$ cat src/rtl/timer_rr_sched.sv
// Round-robin arbiter that lends a single prescaled down-counter timer to N_REQ
// requesters, latching the winner's configuration and returning a done pulse.
module timer_rr_sched #(
   parameter int unsigned N_REQ = 4,
   parameter int unsigned IDW   = $clog2(N_REQ)
) (
   input  logic                  clk,
   input  logic                  reset,
   input  logic [N_REQ-1:0]      req,
   input  logic [5*N_REQ-1:0]    psc_in,
   input  logic [16*N_REQ-1:0]   reload_in,
   output logic [N_REQ-1:0]      gnt,
   output logic [N_REQ-1:0]      done,
   output logic                  busy,
   output logic [IDW-1:0]        cur_id,
   output logic [4:0]            tmr_psc,
   output logic [15:0]           tmr_reload,
   output logic                  tmr_load,
   output logic                  tmr_en,
   input  logic                  tmr_done
);

   typedef enum logic [1:0] {IDLE, LOAD, RUN, DONE} state_t;

   state_t           state;
   logic [IDW-1:0]   rr_ptr;
   logic [IDW-1:0]   nxt_id;
   logic             pick_vld;
   logic [IDW-1:0]   pick_id;
   logic [4:0]       pick_psc;
   logic [15:0]      pick_reload;
   logic [IDW:0]     scan;

   // First pending request at or above rr_ptr, wrapping; scanned from the far
   // end so the nearest candidate is the last one written.
   always_comb begin
      pick_vld    = 1'b0;
      pick_id     = '0;
      scan        = '0;
      pick_psc    = '0;
      pick_reload = '0;
      for (int k = N_REQ - 1; k >= 0; k--) begin
         scan = {1'b0, rr_ptr} + (IDW+1)'(k);
         if (scan >= (IDW+1)'(N_REQ)) begin
            scan = scan - (IDW+1)'(N_REQ);
         end
         if (req[scan[IDW-1:0]]) begin
            pick_vld = 1'b1;
            pick_id  = scan[IDW-1:0];
         end
      end
      for (int i = 0; i < N_REQ; i++) begin
         if (pick_id == IDW'(i)) begin
            pick_psc    = psc_in[5*i +: 5];
            pick_reload = reload_in[16*i +: 16];
         end
      end
   end

   assign nxt_id = (cur_id == IDW'(N_REQ - 1)) ? '0 : cur_id + IDW'(1);

   // Moore FSM; every output is a register updated alongside the state.
   always_ff @(posedge clk) begin
      if (!reset) begin
         state      <= IDLE;
         rr_ptr     <= '0;
         cur_id     <= '0;
         gnt        <= '0;
         done       <= '0;
         busy       <= 1'b0;
         tmr_load   <= 1'b0;
         tmr_en     <= 1'b0;
         tmr_psc    <= '0;
         tmr_reload <= '0;
      end else begin
         done     <= '0;
         tmr_load <= 1'b0;
         case (state)
            IDLE: begin
               if (pick_vld) begin
                  state      <= LOAD;
                  cur_id     <= pick_id;
                  tmr_psc    <= pick_psc;
                  tmr_reload <= pick_reload;
                  gnt        <= N_REQ'(1) << pick_id;
                  busy       <= 1'b1;
                  tmr_load   <= 1'b1;
               end
            end
            LOAD: begin
               if (tmr_reload == 16'd0) begin
                  state <= DONE;
                  done  <= gnt;
               end else begin
                  state  <= RUN;
                  tmr_en <= 1'b1;
               end
            end
            RUN: begin
               // Completion outranks an abort arriving on the same edge.
               if (tmr_done) begin
                  state  <= DONE;
                  tmr_en <= 1'b0;
                  done   <= gnt;
               end else if (!req[cur_id]) begin
                  state  <= IDLE;
                  tmr_en <= 1'b0;
                  gnt    <= '0;
                  busy   <= 1'b0;
                  rr_ptr <= nxt_id;
               end
            end
            DONE: begin
               state  <= IDLE;
               gnt    <= '0;
               busy   <= 1'b0;
               tmr_en <= 1'b0;
               rr_ptr <= nxt_id;
            end
            default: state <= IDLE;
         endcase
      end
   end

endmodule

$ cat config.mk
export PLATFORM = sky130hd
export DESIGN_NAME = timer_rr_sched
export DESIGN_NICKNAME = d
export VERILOG_FILES = /design/src/rtl/timer_rr_sched.sv
export SDC_FILE = /design/constraint.sdc
export NUM_CORES = 1
export LEC_CHECK = 0
export BUFFER_PORTS_ARGS = -buffer_cell sky130_fd_sc_hd__buf_2
export CAP_MARGIN = 20
export CORE_MARGIN = 2
export CORE_UTILIZATION = 45
export DETAILED_ROUTE_END_ITERATION = 12
export PLACE_DENSITY = 0.77
export SYNTH_ARGS = -nofsm -noshare
export SYNTH_HDL_FRONTEND = slang
export SYNTH_SLANG_ARGS = --single-unit
$ cat constraint.sdc
create_clock -name clk -period 2 [get_ports clk]
set_input_delay 0 -clock clk [delete_from_list [all_inputs] [get_ports clk]]
set_output_delay 0 -clock clk [all_outputs]
set_load 0.05 [all_outputs]
-- After elaboration in Yosys (flattened, before gate mapping)
Cells that the tools add are included.
- $add $sub $neg: 8
- $lt $le $gt $ge: 9
- equality and inequality tests: 12
- shift-type cells: 1
- mux-type cells: 54
- reductions and logical operators: 12
- operator list (kind ; count):
    16-bit two-way mux ; 4
    2-bit two-way mux ; 14
    4-bit two-way mux ; 5
    5-bit two-way mux ; 4
    16-bit zero test ; 1
    1-bit two-way mux ; 16
    2-bit by 3-bit less-than comparator with 1-bit output (second input constant) ; 5
    4-bit case mux with 3 select lines ; 1
    1-bit binary-select mux with 2-bit select ; 5
    2-bit == test (second input constant) ; 5
    3-bit >= comparator (second input constant) ; 3
    2-bit inequality test (second input constant) ; 4
    2-bit case mux with 4 select lines ; 1
    4-bit case mux with 2 select lines ; 1
    2-bit by 1-bit subtractor with 2-bit output (second input constant) ; 4
    2-bit by 2-bit adder with 3-bit output (second input constant) ; 2
    1-bit case mux with 3 select lines ; 2
    2-bit AND reduction ; 3
    3-bit AND reduction ; 2
    3-bit nonzero test ; 2
    2-bit by 1-bit == test with 1-bit output (second input constant) ; 2
    2-bit zero test ; 2
    2-bit case mux with 2 select lines ; 1
    4-bit AND reduction ; 1
    6 further kinds ; 6
- flip-flop bits (word level): 38
- logic and storage cells: 106

-- Depth between registers and ports, before layout
Gate-level depths: netlist (run 1).
- depth after elaboration: 14
- mapped depth: 8

-- Worst setup path before layout (run 1)
Ideal clock, no wire load.
- kind: reg-to-reg
- start: register cur_id[0]
- end: register gnt[2]
- library setup time: 117 ps
- data arrival time: 1758 ps
- data required time: 1883 ps
- setup slack: 125 ps
- cell stages (with the launch flop): 5
- path buffers: 0
- clock period less this slack: 1875 ps
- cell sequence: dfxtp_1 > mux4_2 > o21ai_2 > a21oi_2 > a32o_1
- word-level cells in the longest chain between the ends: 4
- RTL lines (item ; line ; source):
    from (decl) ; 15 ; output logic [IDW-1:0] cur_id,
    from (signal assigned) ; 82 ; cur_id <= pick_id;
    1-bit binary-select mux with 2-bit select ; 105 ; end else if (!req[cur_id]) begin
    1-bit two-way mux (not written as such) ; 105 ;
    2-bit inequality test (no line) ; -- ;
    4-bit AND reduction (no line) ; -- ;
    to (signal assigned) ; 85 ; gnt <= N_REQ'(1) << pick_id;
    to (decl) ; 12 ; output logic [N_REQ-1:0] gnt,
Every way passes these cells. The select of a mux whose other input is x is not followed.
A chain may end at the register's enable or synchronous reset.

-- Final worst setup path (run 1)
- start: register state[1]
- end: register done[2]
- word-level cells in the longest chain between the ends: 2
- elaborated cells on any way between the ends: 3
- RTL lines (item ; line ; source):
    from (decl) ; 25 ; state_t state;
    from (signal assigned) ; 65 ; state <= IDLE;
    from (signal assigned) ; 81 ; state <= LOAD;
    from (signal assigned) ; 92 ; state <= DONE;
    2-bit == test or 2-bit by 1-bit == test with 1-bit output (tied branches) ; 78 ; case (state)
    4-bit case mux with 2 select lines (*) ; 78 ;
    to (signal assigned) ; 93 ; done <= gnt;
    to (signal assigned) ; 104 ; done <= gnt;
    to (decl) ; 13 ; output logic [N_REQ-1:0] done,
Every way passes the cells marked *; elsewhere a longest branch is shown, timed or not.

==> tab_implementation.tex, run 1 <==
\begin{tabular}{lr}
\hline
Metric & Value \\
\hline
\multicolumn{2}{l}{\textbf{Routing}} \\
\quad Post-route DRC & 0 \\
\quad Routed length per placed instance & 13.0 um \\
\quad Routed wire length on met2 & 2550 um \\
\quad Met3 layer wire length in the routed design & 362 um \\
\quad DRT iter0 DRCs & 33 \\
\quad Wl on met1 & 2400 um \\
\quad Total routed wirelength & 5350 um \\
\quad Drt pass-1 iters & 4 \\
\quad Final ANT Viol Nets & 0 \\
\quad Average via count per standard cell & 5.06 \\
\quad Via count of the routed design & 2079 \\
\quad Highest routed layer & met4 \\
\multicolumn{2}{l}{\textbf{Hold path}} \\
\quad Min-Delay Path Class & primary input to flip-flop \\
\multicolumn{2}{l}{\textbf{Global routing}} \\
\quad Pin count of the biggest net entering global routing & 48 \\
\quad Global-route wire length before repair & 8830 um \\
\quad Remaining global-route overflow & 0 \\
\quad Combined global-route utilization of all metal layers & 18.4\% \\
\quad Vias in the first global route & 1938 \\
\quad Initial antenna violation count & 0 \\
\multicolumn{2}{l}{\textbf{Clock network}} \\
\quad Register clock-pin slew on the reported worst setup and hold paths & 0.08 ns \\
\quad Number of buffers added for setup after CTS & 0 \\
\quad \# clock sinks & 38 \\
\quad Number of H-tree levels & 2 \\
\quad Clock buffer count from CTS & 5 \\
\quad Clock insertion delay at the later pin of the skew report & 0.29 ns \\
\quad Clock tree from TritonCTS & built \\
\quad Clock root cell & sky130\_fd\_sc\_hd\_\_clkbuf\_8 \\
\quad Clock Path Buffers & 2 \\
\multicolumn{2}{l}{\textbf{STA}} \\
\quad TNS Setup & 0 ns \\
\quad Clock period minus final worst setup slack & 1.84 ns \\
\quad Final hold viol count & 0 \\
\quad Final setup violation count & 0 \\
\quad Setup skew after layout & 0.0107 ns \\
\quad Normalized max-slew margin & 71.5\% \\
\quad Worst hold slack after final layout & 0.0205 ns \\
\quad Final period utilization & 92.1\% \\
\quad Final slew viol count & 0 \\
\quad Worst Max-Slew Pin Slew & 0.428 ns \\
\quad Setup repair after global routing missed its margin & false \\
\quad Peak Freq & 543 MHz \\
\multicolumn{2}{l}{\textbf{Power and ir drop}} \\
\quad Standby leakage power & 1.41 nW \\
\quad Power density over cell area & 855 nW/um\^{}2 \\
\quad Maximum resistive drop on vdd & 0.456 mV \\
\multicolumn{2}{l}{\textbf{Synth}} \\
\quad Cell types with the highest counts after synthesis & 46 x sky130\_fd\_sc\_hd\_\_mux2i\_1, 38 x sky130\_fd\_sc\_hd\_\_dfxtp\_1, 29 x sky130\_fd\_sc\_hd\_\_nand2\_1 \\
\quad Post-synthesis async set-or-reset flop share & 0\% \\
\quad Leading post-synthesis cells by cell area & sky130\_fd\_sc\_hd\_\_dfxtp\_1 33\%, sky130\_fd\_sc\_hd\_\_mux2i\_1 20\%, sky130\_fd\_sc\_hd\_\_o221ai\_2 13\% \\
\quad Distinct cells, synth & 48 \\
\quad Main synth FF type & sky130\_fd\_sc\_hd\_\_dfxtp\_1 \\
\quad Total of flip-flops plus latches after synthesis & 38 \\
\quad EDFF count, synth & 0 \\
\quad Post-synth top area cell & sky130\_fd\_sc\_hd\_\_dfxtp\_1 \\
\quad Sequential fraction of the synthesis area & 32.7\% \\
\quad Synthesized net count & 313 \\
\quad Gate Count Post-Synth & 216 \\
\quad Synth Warn \# & 0 \\
\quad Count leader, synth & sky130\_fd\_sc\_hd\_\_mux2i\_1 \\
\quad Area share of the leading cell type in the synthesized netlist & 32.7\% \\
\quad Mean post-synth cell area & 10.8 sq um \\
\quad Post-synthesis cell area & 2330 sq um \\
\multicolumn{2}{l}{\textbf{Worst setup path}} \\
\quad Maximum cell stage delay along the critical path & 0.36 ns \\
\quad Worst setup EP type & flip-flop \\
\quad Required time reported for the critical path endpoint & 2.23 ns \\
\quad CP Class & flip-flop to flip-flop \\
\quad Kind of start point of the critical path & flip-flop \\
\quad Cells traversed along the worst timing path & inv\_1, ha\_1, nor4b\_1, nand2\_1, o31ai\_1, and3\_1, and2\_1 \\
\quad Critical-path cell with the highest stage delay & sky130\_fd\_sc\_hd\_\_dfxtp\_1 \\
\quad Maximum net fanout on the critical path & 5 \\
\quad Signal arrival time at the worst endpoint & 2.08 ns \\
\multicolumn{2}{l}{\textbf{Floorplan}} \\
\quad Core outline area & 5040 sq um \\
\quad Die H & 75.9 um \\
\quad Number of I/O pins & 125 \\
\quad Area of the die & 5760 sq um \\
\quad Initial standard-cell utilization of the core & 46.2\% \\
\quad Die X-Extent & 75.9 um \\
\quad Number of standard-cell rows in the floorplan & 26 \\
\multicolumn{2}{l}{\textbf{Layout}} \\
\quad Ant diodes & 0 \\
\quad Share of cells above drive strength 1 & 50.1\% \\
\quad Final \#Nets & 437 \\
\quad Area growth from synthesis to final layout & 32.4\% \\
\multicolumn{2}{l}{\textbf{Place}} \\
\quad Total of buffers placed on input and output ports & 124 \\
\quad Sum of net half-perimeters after detailed placement & 4050 um \\
\quad Final Wtd Congestion & 0.805 \\
\multicolumn{2}{l}{\textbf{Run status}} \\
\quad Result of the run & finished, final reports clean \\
\multicolumn{2}{l}{\textbf{Job}} \\
\quad Max-capacitance violation count & 0 \\
\hline
\end{tabular}
-- critical path: cells and delay by family (launching register included) --
kind	cells	cell delay [ns]
simple gates	4	0.73
buf+inv	1	0.16
flops	1	0.36
fa+ha+maj	1	0.23
compound gates	1	0.31
-- cell type report --
class                   count  area, sq um
clock buffers               5         68.8
clock inverters             3         40.0
fillers                   405         1960
inverters                   5         18.8
multi-input cells         161         1430
flip-flops and latches     38          761
well taps                  70         87.6
repair buffers            129          678
-- sequential cells by signal, indices dropped and copies added (netlist names) --
name,count
tmr_en,1
tmr_load,1
done,4
busy,1
tmr_reload,16
gnt,4
state,2
tmr_psc,5
rr_ptr,2
cur_id,2
-- through the flow --
stage                     util, %  power [mW]  worst slack [ns]  cells  cell area (sq um)
after floorplan                 -        1.78             0.125    216               2330
after global placement       58.3        2.00             0.238    400               2940
after detailed placement     58.3        2.02             0.207    400               2940
after CTS                    61.1        2.66             0.163    411               3080
after global routing         61.1        2.77            0.0393    411               3080
final                        61.1        2.63             0.158    411               3080
-- cells in the final DEF, fill, tap and decap left out, drive strengths merged, types with 2 or more instances in the layout --
| cell type | count |
|---|---|
| a31oi | 2 |
| nor4 | 3 |
| nor4b | 2 |
| a21oi | 6 |
| o21ai | 4 |
| mux2i | 46 |
| a32o | 2 |
| or3 | 3 |
| inv | 5 |
| o211a | 2 |
| o31ai | 2 |
| nand2b | 3 |
| nand3b | 2 |
| buf | 126 |
| and2 | 6 |
| clkbuf | 5 |
| ha | 6 |
| o221ai | 21 |
| a211oi | 2 |
| clkinv | 2 |
| dlygate4sd3 | 3 |
| dfxtp | 38 |
| nor2 | 9 |
| nand2 | 31 |
| nor3 | 3 |
-- worst paths after layout --
check | start | endpoint | slack [ns] | cells past startpoint
setup / recovery | state[1]$_SDFFE_PN0P_ | done[2]$_SDFF_PN0_ | 0.16 | 7
hold / removal | reload_in[31] | tmr_reload[15]$_SDFFE_PN0P_ | 0.02 | 3
setup reg to reg | state[1]$_SDFFE_PN0P_ | done[2]$_SDFF_PN0_ | 0.16 | 7
hold reg to reg | busy$_SDFFE_PN0P_ | busy$_SDFFE_PN0P_ | 0.46 | 1
-- what timing repair did --
action,CTS,global route
hold endpoints to repair,2,0
resized for setup,0,0
hold buffers,3,0
-- power by group --
part           internal [mW]  switching (mW)  leakage, nW
clock network          0.367           0.270       0.0579
logic                  0.367           0.691         1.04
registers              0.864          0.0754        0.313
-- cells by family after synthesis --
group | synth area share, %
buf+inv | 6.50
flops | 32.7
fa+ha+maj | 3.23
compound gates | 20.8
simple gates | 16.0
mux | 20.8
-- per-layer routing --
| layer | track usage, % | vias to the layer above |
|---|---|---|
| met2 | 30.9 | 87 |
| met1 | 24.1 | 928 |
| met4 | 3.82 | 0 |
| met3 | 4.64 | 4 |
| met5 | 0 | - |
| li1 | - | 1060 |
Note: power is estimated with default switching activity, not from simulation.
==> run 2, diff against run 1 <==
Settings changed: CORE_UTILIZATION 45 to 41, PLACE_DENSITY 0.77 to 0.74.
Clock period 2 ns to 1.6 ns, I/O delays scaled along.
==> run 2 against run 1 <==
Total power rose by 34%. Sequential power is 27% higher. Routed wire length is 27% higher. First-iteration DRC count increased by 130%. Setup slack worse by 0.17 ns. Via count up 9.5%. Clock-buffer cell count unchanged. Critical path type unchanged. Utilization is 6.2 points higher. Non-clock buffer count increased by 23. Sequential share of layout area down 3.7 points. The flow now finishes with violations (hold timing, setup timing). Worst hold slack got worse by 0.021 ns. Register-to-register slack worse by 0.17 ns.
==> tab_implementation.tex, run 2 (synthesized netlist as in run 1, its figures left out) <==
\begin{tabular}{lr}
\hline
Metric & Value \\
\hline
\multicolumn{2}{l}{\textbf{STA}} \\
\quad Final setup violation count & 2 \\
\quad Clock period minus final worst setup slack & 1.61 ns \\
\quad Peak Freq & 622 MHz \\
\quad Worst hold slack after final layout & -0.000911 ns \\
\quad Normalized max-slew margin & 69.8\% \\
\quad Final slew viol count & 0 \\
\quad Setup skew after layout & 0.00625 ns \\
\quad Final period utilization & 101\% \\
\quad Final hold viol count & 2 \\
\quad Min setup slack post-route & -0.00840 ns \\
\quad Worst Max-Slew Pin Slew & 0.449 ns \\
\quad Setup repair after global routing missed its margin & true \\
\multicolumn{2}{l}{\textbf{Worst setup path}} \\
\quad Capturing instance or port of the critical path & tmr\_reload[11]\$\_SDFFE\_PN0P\_ \\
\quad Capture instance of the worst register-to-register path & tmr\_reload[11]\$\_SDFFE\_PN0P\_ \\
\quad Register-to-register path setup slack & -0.008 ns \\
\quad Start point of the critical path & rr\_ptr[1]\$\_SDFFE\_PN0P\_ \\
\quad Reg2Reg Launch Point & rr\_ptr[1]\$\_SDFFE\_PN0P\_ \\
\quad CP Class & flip-flop to flip-flop \\
\quad Cells traversed along the worst timing path & nand2\_2, nand3b\_1, a2bb2oi\_4, buf\_6, clkbuf\_16, mux2i\_2, o221ai\_2 \\
\quad Required time reported for the critical path endpoint & 1.77 ns \\
\quad Maximum net fanout on the critical path & 7 \\
\quad Depth of the worst register-to-register path & 7 \\
\quad Critical-path cell with the highest stage delay & sky130\_fd\_sc\_hd\_\_dfxtp\_4 \\
\quad Number of stages on the worst setup path & 7 \\
\quad Crit-path leading delay family & flip-flops \\
\quad Worst setup EP type & flip-flop \\
\quad Maximum cell stage delay along the critical path & 0.36 ns \\
\quad Signal arrival time at the worst endpoint & 1.78 ns \\
\quad Kind of start point of the critical path & flip-flop \\
\quad Number of buffer and inverter stages on the critical path & 2 \\
\multicolumn{2}{l}{\textbf{Hold path}} \\
\quad Min-Delay Path Class & primary input to flip-flop \\
\multicolumn{2}{l}{\textbf{Place}} \\
\quad Total of buffers placed on input and output ports & 124 \\
\quad Sum of net half-perimeters after detailed placement & 4650 um \\
\quad Post-detailed-placement cell area & 3110 sq um \\
\quad Final Wtd Congestion & 0.842 \\
\multicolumn{2}{l}{\textbf{Layout}} \\
\quad Number of flip-flops under the largest register name & 16 \\
\quad Share of cells above drive strength 1 & 65.8\% \\
\quad Register bank with the most flops & tmr\_reload \\
\quad Total non-filler cell area in the finished layout & 3710 sq um \\
\quad Ant diodes & 0 \\
\quad Registers with the most flip-flops & tmr\_reload x16, tmr\_psc x5 \\
\quad Number of inserted filler cells in the final layout & 422 \\
\quad Final \#Nets & 460 \\
\quad Leading cell types in the layout, fill and taps excluded & 124 x sky130\_fd\_sc\_hd\_\_buf\_2, 31 x sky130\_fd\_sc\_hd\_\_dfxtp\_1, 27 x sky130\_fd\_sc\_hd\_\_nand2\_1 \\
\quad Area growth from synthesis to final layout & 59.2\% \\
\quad Most frequent standard cell in the layout excluding fill and tap cells & sky130\_fd\_sc\_hd\_\_buf\_2 \\
\multicolumn{2}{l}{\textbf{Power and ir drop}} \\
\quad Cell internal pwr & 2.09 mW \\
\quad Reg power frac & 33.8\% \\
\quad Combinational fraction of design power & 48.7\% \\
\quad Standby leakage power & 1.61 nW \\
\quad Net switching share of the total power & 40.8\% \\
\quad Switch Pwr & 1.44 mW \\
\quad Proportion of power drawn by the clock network & 17.5\% \\
\quad Power density over cell area & 953 nW/um\^{}2 \\
\quad Maximum resistive drop on vdd & 0.528 mV \\
\quad Pwr Total & 3.53 mW \\
\multicolumn{2}{l}{\textbf{Clock network}} \\
\quad Number of H-tree levels & 2 \\
\quad Clock root cell & sky130\_fd\_sc\_hd\_\_clkbuf\_8 \\
\quad Clock insertion delay at the later pin of the skew report & 0.29 ns \\
\quad Clock buffer count from CTS & 5 \\
\quad Register clock-pin slew on the reported worst setup and hold paths & 0.07 ns \\
\quad \# clock sinks & 38 \\
\quad Clock tree from TritonCTS & built \\
\quad Clock Path Buffers & 2 \\
\multicolumn{2}{l}{\textbf{Floorplan}} \\
\quad Die X-Extent & 79.3 um \\
\quad Core outline area & 5510 sq um \\
\quad Area of the die & 6290 sq um \\
\quad Initial standard-cell utilization of the core & 42.3\% \\
\quad Number of I/O pins & 125 \\
\quad Number of standard-cell rows in the floorplan & 27 \\
\quad Die H & 79.3 um \\
\multicolumn{2}{l}{\textbf{Routing}} \\
\quad DRT iter0 DRCs & 76 \\
\quad Drt pass-1 iters & 4 \\
\quad Via count of the routed design & 2277 \\
\quad Average via count per standard cell & 5.23 \\
\quad Total routed wirelength & 6800 um \\
\quad Post-route DRC & 0 \\
\quad Routed length per placed instance & 15.6 um \\
\quad Final ANT Viol Nets & 0 \\
\multicolumn{2}{l}{\textbf{Global routing}} \\
\quad Vias in the first global route & 2087 \\
\quad Remaining global-route overflow & 0 \\
\quad Global-route wire length before repair & 9650 um \\
\quad Pin count of the biggest net entering global routing & 22 \\
\quad Initial antenna violation count & 0 \\
\quad Combined global-route utilization of all metal layers & 19.5\% \\
\multicolumn{2}{l}{\textbf{Run status}} \\
\quad Failing checks & hold timing, setup timing \\
\quad Result of the run & finished, violations left \\
\multicolumn{2}{l}{\textbf{Job}} \\
\quad Max-capacitance violation count & 0 \\
\hline
\end{tabular}
-- run 2: changes by cell type in the layout (fill, tap and decap cells not counted), moves of 3 or more --
cell	change
sky130_fd_sc_hd__ha_1	-3
sky130_fd_sc_hd__buf_6	+3
sky130_fd_sc_hd__dfxtp_4	+3
sky130_fd_sc_hd__buf_12	+5
sky130_fd_sc_hd__mux2i_1	-21
sky130_fd_sc_hd__mux2i_2	+8
sky130_fd_sc_hd__a21oi_1	-3
sky130_fd_sc_hd__dfxtp_2	+4
sky130_fd_sc_hd__dfxtp_1	-7
sky130_fd_sc_hd__clkbuf_16	+3
sky130_fd_sc_hd__buf_4	+12
sky130_fd_sc_hd__mux2i_4	+13
-- run 2: repair_timing --
| item | CTS | global route |
|---|---|---|
| gates resized for setup | 13 | 53 |
| hold buffers | 1 | 0 |
| setup buffers | 3 | 3 |
| cloned | 2 | 3 |
| setup endpoints to repair | 14 | 33 |
| pin swaps | 3 | 21 |
| endpoints found under the hold margin | 1 | 0 |
-- run 2: how the worst min path moves through the flow --
stage | from | end | slack, ns | cells past startpoint
CTS | reload_in[17] | tmr_reload[1]$_SDFFE_PN0P_ | 0.005 | 3
detailed placement | reset | state[1]$_SDFFE_PN0P_ | 0.30 | 2
floorplan | reset | state[1]$_SDFFE_PN0P_ | 0.13 | 1
global route | reload_in[49] | tmr_reload[1]$_SDFFE_PN0P_ | 0.003 | 3
finish | psc_in[6] | tmr_psc[1]$_SDFFE_PN0P_ | -0.0009 | 3
global placement | reload_in[17] | tmr_reload[1]$_SDFFE_PN0P_ | 0.30 | 3
-- run 2: routing by layer --
layer / wire (um) / global-route usage, %
met1: 2750 / 22.5
met2: 3540 / 35.8
met3: 395 / 3.86
met4: 119 / 6.72
met5: 0 / 0
-- run 2: layout make-up --
class / count / area [sq um] / share of cell area, %
Multi-Input combinational cell: 161 / 1730 / 46.7
Timing Repair Buffer: 152 / 1010 / 27.3
Sequential cell: 38 / 777 / 21.0
Tap cell: 72 / 90.1 / 2.43
Clock buffer: 5 / 68.8 / 1.86
Inverter: 5 / 18.8 / 0.506
Clock inverter: 2 / 10.0 / 0.270
-- run 2: power by group through the flow --
stage / clock, mW / combinational, mW / sequential, mW
after global placement: 0 / 1.43 / 1.19
after detailed placement: 0 / 1.45 / 1.19
after global routing: 0.674 / 1.82 / 1.21
final: 0.618 / 1.72 / 1.19
after CTS: 0.636 / 1.52 / 1.18
after floorplan: 0 / 0.618 / 1.61
-- run 2: stage by stage --
stage	instances	setup WS [ns]	setup TNS (ns)	util [%]
5_1_grt	435	-0.0874	-1.14	67.3
4_1_cts	429	0.00853	0	60.5
2_1_floorplan	216	0.00274	0	-
6_report	435	-0.00840	-0.0163	67.3
3_5_place_dp	416	-0.0955	-0.484	56.4
3_3_place_gp	416	0.0230	0	56.4
-- run 2: worst register-to-register path, cell delays in order, from the launching register on --
cell and delay [ns]:
sky130_fd_sc_hd__dfxtp_4 0.36, sky130_fd_sc_hd__nand2_2 0.08, sky130_fd_sc_hd__nand3b_1 0.13, sky130_fd_sc_hd__a2bb2oi_4 0.24, sky130_fd_sc_hd__buf_6 0.15, sky130_fd_sc_hd__clkbuf_16 0.18
sky130_fd_sc_hd__mux2i_2 0.24, sky130_fd_sc_hd__o221ai_2 0.11
